File: src/rtl/ysyx_23060332_wbu_pkg.sv
// rtl/ysyx_23060332_wbu_pkg.sv - shared widths and load funct3 codes for the write-back unit
package ysyx_23060332_wbu_pkg;

  localparam int XLEN = 32;
  localparam int AW   = 5;
  localparam int NREG = 1 << AW;

  localparam int RegAddrBus = AW;
  localparam int RegDataBus = XLEN;

  localparam logic [2:0] LB  = 3'b000;
  localparam logic [2:0] LH  = 3'b001;
  localparam logic [2:0] LW  = 3'b010;
  localparam logic [2:0] LBU = 3'b100;
  localparam logic [2:0] LHU = 3'b101;

endpackage

File: src/rtl/ysyx_23060332_ldext.sv
// rtl/ysyx_23060332_ldext.sv - load data alignment and sign/zero extension
module ysyx_23060332_ldext
  import ysyx_23060332_wbu_pkg::*;
(
  input  logic [2:0]            funct3,
  input  logic [1:0]            addr_lo,
  input  logic [RegDataBus-1:0] rdata,
  output logic [RegDataBus-1:0] data
);

  logic [7:0]  byte_sel;
  logic [15:0] half_sel;

  // Pick the addressed byte/halfword, then extend according to the load type
  always_comb begin
    byte_sel = rdata[7:0];
    case (addr_lo)
      2'd1:    byte_sel = rdata[15:8];
      2'd2:    byte_sel = rdata[23:16];
      2'd3:    byte_sel = rdata[31:24];
      default: byte_sel = rdata[7:0];
    endcase
    half_sel = addr_lo[1] ? rdata[31:16] : rdata[15:0];
    case (funct3)
      LB:      data = {{(RegDataBus-8){byte_sel[7]}}, byte_sel};
      LBU:     data = {{(RegDataBus-8){1'b0}}, byte_sel};
      LH:      data = {{(RegDataBus-16){half_sel[15]}}, half_sel};
      LHU:     data = {{(RegDataBus-16){1'b0}}, half_sel};
      default: data = rdata;
    endcase
  end

endmodule

File: src/rtl/ysyx_23060332_wbu.sv
// rtl/ysyx_23060332_wbu.sv - write-back unit: arbitration, pending-write scoreboard, regfile write port
module ysyx_23060332_wbu
  import ysyx_23060332_wbu_pkg::*;
(
  input  logic                  clk,
  input  logic                  rst,
  input  logic                  iss_valid,
  input  logic [RegAddrBus-1:0] iss_rd,
  input  logic                  iss_wen,
  input  logic [RegAddrBus-1:0] chk_r1,
  input  logic [RegAddrBus-1:0] chk_r2,
  output logic                  busy1,
  output logic                  busy2,
  input  logic                  ex_valid,
  output logic                  ex_ready,
  input  logic [RegAddrBus-1:0] ex_rd,
  input  logic                  ex_wen,
  input  logic [RegDataBus-1:0] ex_data,
  input  logic [RegDataBus-1:0] ex_pc,
  input  logic                  ls_valid,
  output logic                  ls_ready,
  input  logic [RegAddrBus-1:0] ls_rd,
  input  logic [RegDataBus-1:0] ls_rdata,
  input  logic [1:0]            ls_addr_lo,
  input  logic [2:0]            ls_funct3,
  input  logic [RegDataBus-1:0] ls_pc,
  output logic [RegAddrBus-1:0] waddr,
  output logic [RegDataBus-1:0] wdata,
  output logic                  reg_wen,
  output logic                  commit_valid,
  output logic [RegDataBus-1:0] commit_pc
);

  logic [RegDataBus-1:0] ld_data;
  logic                  acc;
  logic [RegAddrBus-1:0] acc_rd;
  logic                  acc_wen;
  logic [RegDataBus-1:0] acc_data;
  logic [RegDataBus-1:0] acc_pc;
  logic [NREG-1:0]       pending;
  logic [NREG-1:0]       set_mask;
  logic [NREG-1:0]       clr_mask;

  ysyx_23060332_ldext u_ldext (
    .funct3  (ls_funct3),
    .addr_lo (ls_addr_lo),
    .rdata   (ls_rdata),
    .data    (ld_data)
  );

  // LSU always wins; the EXU is only accepted when no load response is present
  always_comb begin
    ls_ready = 1'b1;
    ex_ready = !ls_valid;
    acc      = ls_valid || ex_valid;
    acc_rd   = ls_valid ? ls_rd    : ex_rd;
    acc_wen  = ls_valid ? 1'b1     : ex_wen;
    acc_data = ls_valid ? ld_data  : ex_data;
    acc_pc   = ls_valid ? ls_pc    : ex_pc;
  end

  // Scoreboard update masks; a same-cycle issue re-sets a bit the acceptance clears
  always_comb begin
    set_mask = '0;
    clr_mask = '0;
    if (iss_valid && iss_wen && (iss_rd != '0)) set_mask = NREG'(1) << iss_rd;
    if (acc && acc_wen) clr_mask = NREG'(1) << acc_rd;
  end

  // Pending-write mask; x0 never tracked
  always_ff @(posedge clk or negedge rst) begin
    if (!rst) pending <= '0;
    else      pending <= ((pending & ~clr_mask) | set_mask) & ~NREG'(1);
  end

  // Output registers loaded on acceptance; enables self-clear one cycle later
  always_ff @(posedge clk or negedge rst) begin
    if (!rst) begin
      waddr        <= '0;
      wdata        <= '0;
      reg_wen      <= 1'b0;
      commit_valid <= 1'b0;
      commit_pc    <= '0;
    end else if (acc) begin
      waddr        <= acc_rd;
      wdata        <= acc_data;
      reg_wen      <= acc_wen && (acc_rd != '0);
      commit_valid <= 1'b1;
      commit_pc    <= acc_pc;
    end else begin
      reg_wen      <= 1'b0;
      commit_valid <= 1'b0;
    end
  end

  // Busy also covers the cycle where the register file has not yet captured wdata
  always_comb begin
    busy1 = (chk_r1 != '0) && (pending[chk_r1] || (reg_wen && (waddr == chk_r1)));
    busy2 = (chk_r2 != '0) && (pending[chk_r2] || (reg_wen && (waddr == chk_r2)));
  end

endmodule

File: config.mk
export PLATFORM = sky130hd
export DESIGN_NAME = ysyx_23060332_wbu
export DESIGN_NICKNAME = d
export VERILOG_FILES = /design/src/rtl/ysyx_23060332_wbu_pkg.sv /design/src/rtl/ysyx_23060332_ldext.sv /design/src/rtl/ysyx_23060332_wbu.sv
export SDC_FILE = /design/constraint.sdc
export NUM_CORES = 1
export LEC_CHECK = 0
export BUFFER_PORTS_ARGS = -buffer_cell sky130_fd_sc_hd__buf_2
export CAP_MARGIN = 5
export CORE_AREA = 8 8 126 128
export DETAILED_ROUTE_END_ITERATION = 7
export DIE_AREA = 0 0 134 136
export PLACE_DENSITY = 0.78
export SYNTH_ARGS = -nofsm -noshare
export SYNTH_HDL_FRONTEND = slang
export SYNTH_HIERARCHICAL = 1
export SYNTH_SLANG_ARGS = --single-unit
export TNS_END_PERCENT = 20
File: constraint.sdc
create_clock -name clk -period 3.8 [get_ports clk]
set_input_delay 0.19 -clock clk [delete_from_list [all_inputs] [get_ports clk]]
set_output_delay 0.19 -clock clk [all_outputs]
set_load 0.1 [all_outputs]
==> impl_metrics.ini <==
[die]
design.core.area_um2 = 14040
design.die.area_um2 = 18220
die_h_um = 136
start_util = 0.4349
num_rows = 44
ioPinCount = 240
die_w_um = 134

[timing]
hold_viol = 0
rsz0062_at_grt = no
setup_viol = 0
tns_ns = 0
skew_ns = 0
relSlewSlack = 0.3032
max_freq_mhz = 416.3
maxSlewViolCount = 0
worst_slew_pin_slew_ns = 1.042
period_share = 0.6322
fin_crit_ns = 2.402

[power]
p_seq_frac = 0.375
p_comb_frac = 0.357
cell_internal_pwr_uw = 2097
leakagePower_uw = 0.003903
switching_power_uw = 1496
powerDensity_nw_per_um2 = 470.9
switching_share = 0.4164
ir_worst_vdd_uv = 248.7
clock_power_share = 0.268

[cts]
cts_setup_buffers = 0
cts_tree = yes
cts_made_buffers = 9
clk_pin_slew_ns = 0.07
ctsHoldBuffers = 0
cts_htree_levels = 3
cts.sinks = 102
cts_root_buf = clkbuf_16
clk_latency_ns = 0.34
ctsLongestPathBuffers = 2
cts-resized-gates = 0

[layout]
fill_cells = 1316
areaGrowthSynthToFinish_pct = 24.94
multiInputGateArea_um2 = 3298
finish.net_count = 1004
finish.utilization = 0.5434
regArea_um2 = 2552
drive_above_1_share = 0.3282

[logic_synthesis]
yosys_warnings = 6
ys_top_cells_by_area = dfrtp_1 (42%), mux2i_1 (13%), nand2_1 (8.6%)
synth_compound_area_frac = 0.1871
synth_top_family_by_area = multiplexers
syn-cell-area_um2 = 6106
syn_inst = 634
async_flop_share = 1.000
syn_area_per_cell_um2 = 9.631
synth_xor_area_frac = 0.01434
synth_top_area_cell = dfrtp_1
synth_common_cells = nand2_1 (140), dfrtp_1 (102), mux2i_1 (78)
synth_top_area_frac = 0.4180
ys_seq_area_frac = 0.4180
synth-seq-cells = 102
synth.most_common_cell = nand2_1
yosysUniqueCellTypes = 54
synth_simple_gate_area_frac = 0.1486
yosys.area_share.adder = 0
synth_nets = 799
synth_enable_flop_cells = 0
synth.mux.area_fraction = 0.1887
ys.flop_type = dfrtp_1

[global_routing]
overflow = 0
grt_usage = 0.2126
grt_pass1_wl_mm = 30.81
antenna_found_initial = 1
grt_max_degree = 92
grt_pass1_vias = 5838

[worst_setup_path]
max_stage_delay_ns = 0.46
crit_path_start = waddr[1]
cp.arrival_ns = 2.21
cp_max_fo = 4
rr_startpoint = waddr[1]
crit_chain = xor2_1 -> nor4_1 -> and3_1 -> o21ba_2 -> o31ai_2 -> buf_2
cp.required_ns = 3.61
path_class = reg -> out
critPathSlowestCell = buf_2
critPathLaunchType = flop
end_kind = primary output

[outcome]
run_status = completed

[run]
max_cap_viol_count = 0

[place]
dp_hpwl_mm = 15.05
routabilityCongestion = 0.8561
port_buffers = 238

[min_path]
hold_path.class = in -> async

[routing]
drtAntennaViolNets = 0
dr.pass1.iters = 5
remaining_drc_errors = 0
via_count = 5750
viasPerCell = 5.588
first_iter_violations = 452
wl_mm = 19.71
wl_per_cell_um = 19.15
==> area by class of cell <==
class	instances	area share
Multi-Input combinational cell	480	0.4323
Sequential cell	102	0.3346
Timing Repair Buffer	241	0.1601
Tap cell	184	0.03018
Clock buffer	9	0.02952
Clock inverter	7	0.01050
Inverter	5	0.002460
Antenna cell	1	0.0003280
==> path summary, 6_finish.rpt <==
path | endpoint | slack, ns | depth (start not counted)
worst min-delay path | pending[16] | 0.01 | 1
worst min register to register | pending[17] | 0.53 | 1
min in group clk | commit_pc[29] | 0.04 | 3
worst max register to register | waddr[1] | 2.96 | 2
worst max-delay path | busy2 | 1.40 | 6
max in group asynchronous | commit_pc[20] | 2.85 | 2
==> stage by stage <==
stage          instance area, µm²  worst slack, ns  power [µW]  cells  hold WS, ns
3_5_place_dp                 7321            1.739        2644   1012       0.4034
3_3_place_gp                 7321            1.772        2621   1012       0.3942
4_1_cts                      7626            1.378        3606   1028      0.02371
5_1_grt                      7629            1.237        3735   1029      0.03795
6_report                     7629            1.398        3592   1029     0.009696
2_1_floorplan                6111           0.4447        2317    634      -0.1056
==> per-layer routing <==
metal	GRT usage	vias up	wire length (µm)
met4	0.07611	0	393
met1	0.2639	2742	7994
li1	-	2697	-
met5	0	-	0
met2	0.3488	284	9374
met3	0.05876	27	1943
==> cells by family (layout without fill, tap and decap cells) <==
| logic type | count (synthesis) | after routing |
|---|---|---|
| AOI/OAI and AO/OA | 169 | 169 |
| DFF | 102 | 102 |
| xor gates and xnor gates | 10 | 10 |
| and+or+nand+nor | 206 | 206 |
| other | 1 | 2 |
| buffers and inverters | 52 | 262 |
| muxes | 94 | 94 |
==> sequential cells by signal, indices dropped and copies added, names as in the netlist <==
name	cells
commit_pc	32
commit_valid	1
pending	31
reg_wen	1
waddr	5
wdata	32
==> worst max-delay path: cells and delay by family, from the launching register on <==
family | cells | cell delay, ns
and+or+nand+nor | 2 | 0.46
buffers and inverters | 1 | 0.46
DFF | 1 | 0.43
AOI/OAI and AO/OA | 2 | 0.33
xor gates and xnor gates | 1 | 0.18
==> power groups by stage <==
| stage | Combinational (µW) | Clock, µW | Sequential, µW |
|---|---|---|---|
| after floorplan | 441 | 0 | 1880 |
| after CTS | 1290 | 978 | 1340 |
| after detailed placement | 1290 | 0 | 1360 |
| final | 1280 | 962 | 1350 |
| after global routing | 1350 | 1020 | 1360 |
| after global placement | 1270 | 0 | 1350 |
==> placed cells by master (no fill, tap or decap), types with 4 or more instances in the layout <==
master     instances
a22oi_1            7
a31oi_1            4
nand2b_1          13
mux4_1             6
buf_4              6
mux2i_1           78
inv_1              5
a221o_1            8
nor2b_1            6
buf_2            235
a21oi_1            8
o21ai_1            9
nand2_1          140
mux4_2             9
o21ai_0           71
dfrtp_1          102
a21o_1            18
nor2_1            23
xor2_1             6
clkbuf_16          9
o2bb2ai_1          6
a32o_1             7
a22o_1            18
xnor2_1            4
(Power assumes the default switching activity.)
